**src/rtl/catcher_strip_renderer_if.sv**
```systemverilog
// Pixel request/stream bundle between the position mux, the strip renderer and the VGA writer.
// The renderer takes the slave view; whoever drives start/position/ready takes the master view.
interface catcher_strip_renderer_if #(
  parameter int X_BITS = 8,
  parameter int Y_BITS = 7
);
  logic              start;
  logic [X_BITS-1:0] position;
  logic              mode;
  logic              ready;
  logic              plot;
  logic [X_BITS-1:0] x;
  logic [Y_BITS-1:0] y;
  logic [2:0]        color;
  logic              busy;
  logic              done;

  modport master (
    output start, position, mode, ready,
    input  plot, x, y, color, busy, done
  );

  modport slave (
    input  start, position, mode, ready,
    output plot, x, y, color, busy, done
  );
endinterface

```
**src/rtl/catcher_strip_renderer.sv**
```systemverilog
// Catcher/paddle strip renderer: sweeps the paddle strip column-major, one pixel per accepted
// cycle, in full mode or in delta mode (only the columns covering the old and new paddle).
module catcher_strip_renderer #(
  parameter int         SCREEN_W = 120,
  parameter int         PADDLE_W = 7,
  parameter int         PADDLE_H = 3,
  parameter int         Y_TOP    = 112,
  parameter logic [2:0] FG_COLOR = 3'b001,
  parameter logic [2:0] BG_COLOR = 3'b000,
  parameter int         X_BITS   = 8,
  parameter int         Y_BITS   = 7
) (
  input  logic                     clock,
  input  logic                     reset,
  catcher_strip_renderer_if.slave  bus
);
  localparam int HALF     = (PADDLE_W - 1) / 2;
  localparam int ROW_BITS = (PADDLE_H > 1) ? $clog2(PADDLE_H) : 1;

  // One extra bit on every column quantity so clamping and the delta span never wrap.
  localparam logic [X_BITS:0]   HALF_W   = (X_BITS+1)'(HALF);
  localparam logic [X_BITS:0]   PW_M1    = (X_BITS+1)'(PADDLE_W - 1);
  localparam logic [X_BITS:0]   MAX_COL  = (X_BITS+1)'(SCREEN_W - 1);
  localparam logic [X_BITS:0]   MAX_LEFT = (X_BITS+1)'(SCREEN_W - PADDLE_W);
  localparam logic [X_BITS:0]   COL_ONE  = (X_BITS+1)'(1);
  localparam logic [ROW_BITS-1:0] LAST_ROW = ROW_BITS'(PADDLE_H - 1);
  localparam logic [ROW_BITS-1:0] ROW_ONE  = ROW_BITS'(1);

  typedef enum logic [1:0] {IDLE, SWEEP, DONE} state_t;

  state_t              state_q, state_d;
  logic [X_BITS:0]     col_q, col_d;
  logic [X_BITS:0]     col_hi_q, col_hi_d;
  logic [X_BITS:0]     new_left_q, new_left_d;
  logic [X_BITS:0]     prev_left_q, prev_left_d;
  logic [ROW_BITS-1:0] row_q, row_d;
  logic                prev_valid_q, prev_valid_d;

  logic [X_BITS:0] pos_ext;
  logic [X_BITS:0] clamp_left;
  logic [X_BITS:0] lo_pick;
  logic [X_BITS:0] hi_pick;
  logic            fg_hit;

  always_comb begin
    pos_ext = {1'b0, bus.position};
    if (pos_ext < HALF_W) begin
      clamp_left = '0;
    end else if (pos_ext + HALF_W > MAX_COL) begin
      clamp_left = MAX_LEFT;
    end else begin
      clamp_left = pos_ext - HALF_W;
    end
  end

  always_comb begin
    state_d      = state_q;
    col_d        = col_q;
    col_hi_d     = col_hi_q;
    row_d        = row_q;
    new_left_d   = new_left_q;
    prev_left_d  = prev_left_q;
    prev_valid_d = prev_valid_q;
    lo_pick      = '0;
    hi_pick      = MAX_COL;

    case (state_q)
      IDLE: begin
        if (bus.start) begin
          // Delta without a previous paddle has nothing to erase, so it falls back to full.
          if (bus.mode && prev_valid_q) begin
            lo_pick = (prev_left_q < clamp_left) ? prev_left_q : clamp_left;
            hi_pick = ((prev_left_q > clamp_left) ? prev_left_q : clamp_left) + PW_M1;
          end
          new_left_d = clamp_left;
          col_d      = lo_pick;
          col_hi_d   = hi_pick;
          row_d      = '0;
          state_d    = SWEEP;
        end
      end
      SWEEP: begin
        if (bus.ready) begin
          if (row_q == LAST_ROW) begin
            row_d = '0;
            if (col_q == col_hi_q) begin
              state_d      = DONE;
              prev_left_d  = new_left_q;
              prev_valid_d = 1'b1;
            end else begin
              col_d = col_q + COL_ONE;
            end
          end else begin
            row_d = row_q + ROW_ONE;
          end
        end
      end
      DONE:    state_d = IDLE;
      default: state_d = IDLE;
    endcase
  end

  // Outputs decode straight from the registers, so they hold by themselves while ready is low.
  always_comb begin
    fg_hit    = (col_q >= new_left_q) && (col_q <= new_left_q + PW_M1);
    bus.plot  = (state_q == SWEEP);
    bus.busy  = (state_q == SWEEP);
    bus.done  = (state_q == DONE);
    bus.x     = '0;
    bus.y     = '0;
    bus.color = '0;
    if (state_q == SWEEP) begin
      bus.x     = col_q[X_BITS-1:0];
      bus.y     = Y_BITS'(Y_TOP) + Y_BITS'(row_q);
      bus.color = fg_hit ? FG_COLOR : BG_COLOR;
    end
  end

  always_ff @(posedge clock) begin
    if (!reset) begin
      state_q      <= IDLE;
      col_q        <= '0;
      col_hi_q     <= '0;
      row_q        <= '0;
      new_left_q   <= '0;
      prev_left_q  <= '0;
      prev_valid_q <= 1'b0;
    end else begin
      state_q      <= state_d;
      col_q        <= col_d;
      col_hi_q     <= col_hi_d;
      row_q        <= row_d;
      new_left_q   <= new_left_d;
      prev_left_q  <= prev_left_d;
      prev_valid_q <= prev_valid_d;
    end
  end
endmodule
```
**src/flat_wrapper.sv**
```systemverilog
// flat-port wrapper written by rule: the top's interface ports become plain ports
module catcher_strip_renderer_flat 
#(
  parameter int         SCREEN_W = 120,
  parameter int         PADDLE_W = 7,
  parameter int         PADDLE_H = 3,
  parameter int         Y_TOP    = 112,
  parameter logic [2:0] FG_COLOR = 3'b001,
  parameter logic [2:0] BG_COLOR = 3'b000,
  parameter int         X_BITS   = 8,
  parameter int         Y_BITS   = 7
)
  (clock, reset, bus_start, bus_position, bus_mode, bus_ready, bus_plot, bus_x, bus_y, bus_color, bus_busy, bus_done);
  catcher_strip_renderer_if #(.X_BITS(X_BITS), .Y_BITS(Y_BITS)) bus_i ();
  input  logic clock;
  input  logic reset;
  input wire logic [$bits(bus_i.start)-1:0] bus_start;
  input wire logic [$bits(bus_i.position)-1:0] bus_position;
  input wire logic [$bits(bus_i.mode)-1:0] bus_mode;
  input wire logic [$bits(bus_i.ready)-1:0] bus_ready;
  output wire logic [$bits(bus_i.plot)-1:0] bus_plot;
  output wire logic [$bits(bus_i.x)-1:0] bus_x;
  output wire logic [$bits(bus_i.y)-1:0] bus_y;
  output wire logic [$bits(bus_i.color)-1:0] bus_color;
  output wire logic [$bits(bus_i.busy)-1:0] bus_busy;
  output wire logic [$bits(bus_i.done)-1:0] bus_done;
  assign bus_i.start = bus_start;
  assign bus_i.position = bus_position;
  assign bus_i.mode = bus_mode;
  assign bus_i.ready = bus_ready;
  assign bus_plot = bus_i.plot;
  assign bus_x = bus_i.x;
  assign bus_y = bus_i.y;
  assign bus_color = bus_i.color;
  assign bus_busy = bus_i.busy;
  assign bus_done = bus_i.done;
  catcher_strip_renderer #(.SCREEN_W(SCREEN_W), .PADDLE_W(PADDLE_W), .PADDLE_H(PADDLE_H), .Y_TOP(Y_TOP), .FG_COLOR(FG_COLOR), .BG_COLOR(BG_COLOR), .X_BITS(X_BITS), .Y_BITS(Y_BITS)) u_core (.clock(clock), .reset(reset), .bus(bus_i));
endmodule
```
**config.mk**
```make
export PLATFORM = sky130hd
export DESIGN_NAME = catcher_strip_renderer_flat
export DESIGN_NICKNAME = d
export VERILOG_FILES = /design/src/rtl/catcher_strip_renderer_if.sv /design/src/rtl/catcher_strip_renderer.sv /design/src/flat_wrapper.sv
export SDC_FILE = /design/constraint.sdc
export NUM_CORES = 1
export LEC_CHECK = 0
export CAP_MARGIN = 20
export CORE_MARGIN = 5
export CORE_UTILIZATION = 35
export CTS_BUF_LIST = sky130_fd_sc_hd__clkbuf_8
export CTS_CLUSTER_DIAMETER = 40
export DETAILED_ROUTE_END_ITERATION = 6
export PLACE_DENSITY = 0.54
export SYNTH_ARGS = -nofsm -noshare
export SYNTH_HDL_FRONTEND = slang
export SYNTH_SLANG_ARGS = --single-unit
```
**constraint.sdc**
```tcl
create_clock -name clock -period 9.9 [get_ports clock]
set_input_delay 0.99 -clock clock [delete_from_list [all_inputs] [get_ports clock]]
set_output_delay 0.99 -clock clock [all_outputs]
set_load 0.01 [all_outputs]
```
==> out/metrics.yaml, run 1 <==
timing:
  finalCritPeriodShare_pct: 60.7
  rsz0062_at_grt: "false"
  finClkSkew_ns: 0.0115
  setup_viol: 0
  timing.hold.ws_ns: 0.477
  slew_headroom_pct: 30.7
  hold_viol: 0
  max_freq_ghz: 0.166
  fin_ws_ns: 3.89
  tightestPinTransition_ns: 1.04
  slew_violations: 0
  setup_tns_ns: 0
  fin_crit_ns: 6.01
floorplanning:
  die-width_um: 108
  io_pins: 34
  initial_core_util_pct: 36.2
  core_area_um2: 9280
  die_h_um: 108
  rows: 35
  dieArea_um2: 11700
routing:
  final_antenna_net_count: 0
  dr_total_vias: 3139
  wl_per_cell_um: 15.9
  drc: 0
  vias_per_cell: 5.35
  routed_wl_mm: 9.36
  drt_first_pass_iters: 5
  drt_iter0_markers: 247
synth:
  ys.flop_type: "dfxtp_1"
  synth_area_leader_cell: "dfxtp_1"
  synth.area.top_cells: "dfxtp_1 (24%), ha_1 (12%), nor2_1 (5.9%)"
  synth_edf_count: 0
  synthCells: 445
  yosysSeqAreaShare_pct: 24.4
  ys_ff_latch: 41
  synth.top_cell.area_share_pct: 24.4
  ys.warnings.count: 0
  synth_most_common_cell: "nor2_1"
  syn_avg_cell_area_um2: 7.56
  synth_common_cells: "nor2_1 (53), dfxtp_1 (41), a21oi_1 (38)"
  async_flop_share_pct: 0
  syn_area_um2: 3360
  synth.distinct_cells: 61
clocking:
  root_buffer: "clkbuf_8"
  post-cts-setup-buffer-count: 0
  cts_tree: "built"
  path_clk_slew_ns: 0.09
  clk_latency_ns: 0.29
  cts_sinks: 41
  clockBufferDepth: 2
  cts_buffers: 5
  ctsResizeCount: 0
  holdBufCountCts: 0
  htreeDepth: 2
placement:
  dp.cells: 579
  portBuffers: 29
  gp_congestion: 0.856
  placed_cell_area_um2: 3690
  pre_cts_slack_ns: 3.64
  place_hpwl_mm: 7.26
final_layout:
  n_fill_cell: 968
  nets: 502
  final_cells: 587
  postLayoutCellArea_um2: 3820
  layout-drive-gt1-share_pct: 5.68
  area_delta_synth_final_pct: 13.6
  antennaDiodeCount: 0
  fin_util_pct: 41.1
hold_path:
  min_path_type: "reg -> reg"
critical_path:
  crit_required_ns: 10.13
  path_max_fanout: 18
  startpoint_type: "input port"
  path_class: "in -> reg"
  cp-end-kind: "flop"
  arrival_ns: 6.24
pwr:
  ir_drop_mv: 0.0516
  p_leak_nw: 1.45
  powerDensity_nw_per_um2: 110
  power_uw: 419
global_routing:
  use_met2_pct: 27.1
  grt_pass1_wl_mm: 15.4
  busiest_layer: "met2"
  grt_max_degree: 32
  grtUsageTotal_pct: 16.6
  grtUsageMet1_pct: 22.8
  grt-ovfl-total: 0
  grt_use_met3_pct: 2.57
  antenna_found_initial: 0
  grt_pass1_vias: 3010
flow_run:
  drv_cap: 0
outcome:
  outcome: "finished, final reports clean"
-- sequential cells by signal, indices dropped and copies added (netlist names) --
name                 cells
u_core.col_hi_q          9
u_core.col_q             9
u_core.new_left_q        9
u_core.prev_left_q       9
u_core.prev_valid_q      1
u_core.row_q             2
u_core.state_q           2
-- path summary, 6_finish.rpt --
check / start / endpoint / slack, ns / cells after the start
worst max-delay path: bus_position[0] / u_core.col_hi_q[5] / 3.89 / 19
worst min-delay path: u_core.col_hi_q[8] / u_core.col_hi_q[8] / 0.48 / 2
worst min register to register: u_core.col_hi_q[8] / u_core.col_hi_q[8] / 0.48 / 2
worst max register to register: u_core.prev_left_q[6] / u_core.col_hi_q[5] / 6.51 / 12
-- cell type report --
cell class                 count  area, µm²  area share (%)
clock inverter                 3       65.1            1.70
sequential                    41        821            21.5
tap                          129        161            4.23
multi-input combinational    353       2310            60.5
timing repair buffer          29        290            7.60
clock buffer                   5       68.8            1.80
inverter                      27        101            2.65
-- power by group --
| group | total [mW] | switching (mW) | internal (mW) |
|---|---|---|---|
| Clock | 0.161 | 0.0606 | 0.100 |
| Sequential | 0.177 | 0.00628 | 0.170 |
| Combinational | 0.0812 | 0.0487 | 0.0326 |
| Total | 0.419 | 0.116 | 0.303 |
-- layout by cell type, fill, tap and decap left out, types with 3 or more instances in the layout --
| cell | instances |
|---|---|
| a211oi_1 | 4 |
| a21oi_1 | 38 |
| a31oi_1 | 9 |
| and2_1 | 14 |
| and3_1 | 6 |
| clkbuf_8 | 5 |
| clkdlybuf4s50_1 | 29 |
| conb_1 | 4 |
| dfxtp_1 | 41 |
| ha_1 | 32 |
| inv_1 | 26 |
| mux2_2 | 4 |
| mux2i_1 | 11 |
| nand2_1 | 36 |
| nand2b_1 | 3 |
| nand3_1 | 15 |
| nand4_1 | 6 |
| nor2_1 | 53 |
| nor3_1 | 9 |
| nor3b_1 | 4 |
| nor4_1 | 3 |
| o211ai_1 | 5 |
| o21ai_0 | 26 |
| or3_1 | 4 |
| xnor2_1 | 17 |
| xor2_1 | 6 |
-- cells by family (layout without fill, tap and decap cells) --
| kind of cell | after synthesis | after routing | share of synthesized area, % |
|---|---|---|---|
| AND/OR/NAND/NOR | 172 | 172 | 26.0 |
| AO/OA/AOI/OAI | 107 | 107 | 19.8 |
| flip-flops | 41 | 41 | 24.4 |
| multiplexers | 15 | 15 | 4.61 |
| buffers and inverters | 54 | 64 | 7.18 |
| adder cells (fa/ha/maj) | 32 | 32 | 11.9 |
| other | 1 | 4 | 0.112 |
| XOR/XNOR | 23 | 23 | 5.99 |
-- worst max-delay path: stages --
cell,delay (ns)
clkdlybuf4s50_1,0.68
inv_1,0.11
ha_1,0.27
or4b_2,0.64
a32oi_1,0.26
a21boi_2,0.16
and3_1,0.25
ha_1,0.32
and4_1,0.22
a21boi_0,0.15
o311ai_0,0.33
nand2_1,0.44
nor2_1,0.22
a21oi_1,0.08
ha_1,0.30
nor4b_1,0.41
xnor2_1,0.16
mux2i_1,0.08
a21oi_1,0.16
-- metal layers --
layer	routed length, µm	share of wire [%]
met1	4460	48
met2	4340	46
met3	436	4.7
met4	131	1.4
met5	0	0
No activity file was read; power rests on OpenSTA's default activity.
==> inputs of run 2 (changes only) <==
PLACE_DENSITY = 0.56   (was 0.54)
clock period = 5.5 ns   (was 9.9 ns; I/O delays follow)
==> out/metrics.yaml, run 2 (synthesis results as in run 1) <==
outcome:
  outcome: "finished, final reports clean"
routing:
  drc: 0
  drt_first_pass_iters: 4
  drt_iter0_markers: 182
  vias_per_cell: 5.33
  wl_per_cell_um: 15.8
  routed_wl_mm: 9.38
  dr_total_vias: 3158
  final_antenna_net_count: 0
critical_path:
  crit_buf_inv: 2
  arrival_ns: 5.26
  startpoint_type: "input port"
  path_cells: "clkdlybuf4s50_1 > inv_1 > ha_1 > nand3_1 > or4b_2 > a32oi_1 > a21boi_2 > and3_1 > ha_1 > and4_1 > a21boi_0 > o311ai_0 > nand2_1 > or4b_1 > a222oi_1 > xor2_1 > a21oi_1"
  crit_family: "simple AND/OR/NAND/NOR gates"
  r2r_cells: 9
  path_class: "in -> reg"
  path_max_fanout: 11
  r2r_end: "u_core.col_hi_q[6]"
  cpMostUsedCell: "ha_1"
  reg2reg_slack_ns: 2.29
  r2r-start: "u_core.prev_left_q[2]"
  cp-end-kind: "flop"
  crit_required_ns: 5.67
  cp_slowest_cell: "or4b_2"
  slowest_delay_ns: 0.62
clocking:
  cts_sinks: 41
  holdBufCountCts: 0
  path_clk_slew_ns: 0.08
  cts_buffers: 5
  htreeDepth: 2
  clk_latency_ns: 0.30
  cts_tree: "built"
  post-cts-setup-buffer-count: 0
  ctsResizeCount: 0
  clockBufferDepth: 2
  root_buffer: "clkbuf_8"
final_layout:
  layout-drive-gt1-share_pct: 6.70
  final_cell_mix: "nor2_1 (53), dfxtp_1 (41), a21oi_1 (38)"
  antennaDiodeCount: 0
  layout_commonest_cell: "nor2_1"
  nets: 507
  area_delta_synth_final_pct: 14.3
  final_cells: 592
  fin_util_pct: 41.4
timing:
  fin_crit_ns: 5.09
  slew_violations: 0
  rsz0062_at_grt: "false"
  setup_viol: 0
  slew_headroom_pct: 30.5
  tightestPinTransition_ns: 1.04
  finalCritPeriodShare_pct: 92.5
  max_freq_ghz: 0.197
  setup_tns_ns: 0
  finClkSkew_ns: 0.00781
  hold_viol: 0
hold_path:
  min_from: "u_core.col_hi_q[8]"
  min_to: "u_core.col_hi_q[8]"
  min_path_type: "reg -> reg"
  hold_depth: 2
global_routing:
  grt-ovfl-total: 0
  antenna_found_initial: 0
  grt_max_degree: 32
  grt_pass1_wl_mm: 14.9
  grtUsageTotal_pct: 15.9
  grt_pass1_vias: 2962
placement:
  place_hpwl_mm: 7.28
  dp.cells: 584
  gp_congestion: 0.908
  portBuffers: 29
floorplanning:
  rows: 35
  io_pins: 34
  die_h_um: 108
  core_area_um2: 9280
  dieArea_um2: 11700
  die-width_um: 108
  initial_core_util_pct: 36.2
pwr:
  power_uw: 724
  p_leak_nw: 1.46
  ir_drop_mv: 0.0783
  powerDensity_nw_per_um2: 188
flow_run:
  drv_cap: 0
[run 2: cell count changes in the layout (fill, tap and decap cells not counted)]
cell / before / now
clkbuf_8: 5 / 6
bufinv_16: 2 / 1
buf_4: 0 / 5
clkinv_2: 1 / 0
clkinvlp_4: 0 / 1
[run 2: layout make-up]
| class | count | area, µm² |
|---|---|---|
| fillers | 1014 | 5440 |
| multi-input cells | 353 | 2310 |
| flip-flops and latches | 41 | 821 |
| repair buffers | 34 | 328 |
| well taps | 129 | 161 |
| inverters | 27 | 101 |
| clock buffers | 6 | 82.6 |
| clock inverters | 2 | 37.5 |
[run 2: worst min-delay path, delay by kind of cell, from the launching register on]
family	cells	cell delay, ns
DFF	1	0.33
and+or+nand+nor	1	0.06
AOI/OAI and AO/OA	1	0.05
[run 2: worst max path at each step]
stage	depth (start not counted)	end	slack [ns]	startpoint
after detailed placement	17	u_core.col_hi_q[6]	0.15	bus_position[1]
after CTS	17	u_core.col_hi_q[6]	0.47	bus_position[1]
after floorplan	22	u_core.col_hi_q[5]	0.62	bus_position[0]
after global placement	15	u_core.col_hi_q[6]	0.25	bus_position[2]
final	17	u_core.col_hi_q[6]	0.41	bus_position[1]
after global routing	20	u_core.col_hi_q[5]	0.1	bus_position[0]
[run 2: stage by stage]
stage | setup WS (ns) | hold slack (ns) | cell area, µm²
after detailed placement | 0.152 | 0.476 | 3720
after global routing | 0.0981 | 0.515 | 3840
after floorplan | 0.625 | 0.450 | 3370
after global placement | 0.254 | 0.468 | 3720
final | 0.411 | 0.487 | 3840
after CTS | 0.467 | 0.488 | 3840
[run 2: metal layers]
layer | GRT usage (%) | routed length, µm
met5 | 0 | 0
met4 | 3.43 | 63
met3 | 1.43 | 294
met2 | 26.6 | 4430
met1 | 22.4 | 4600
[run 2: power by group]
group	leakage (nW)	switching [mW]	internal [mW]	total, mW
clock	0.0574	0.110	0.148	0.257
combinational	1.07	0.0887	0.0605	0.149
sequential	0.334	0.0110	0.306	0.317
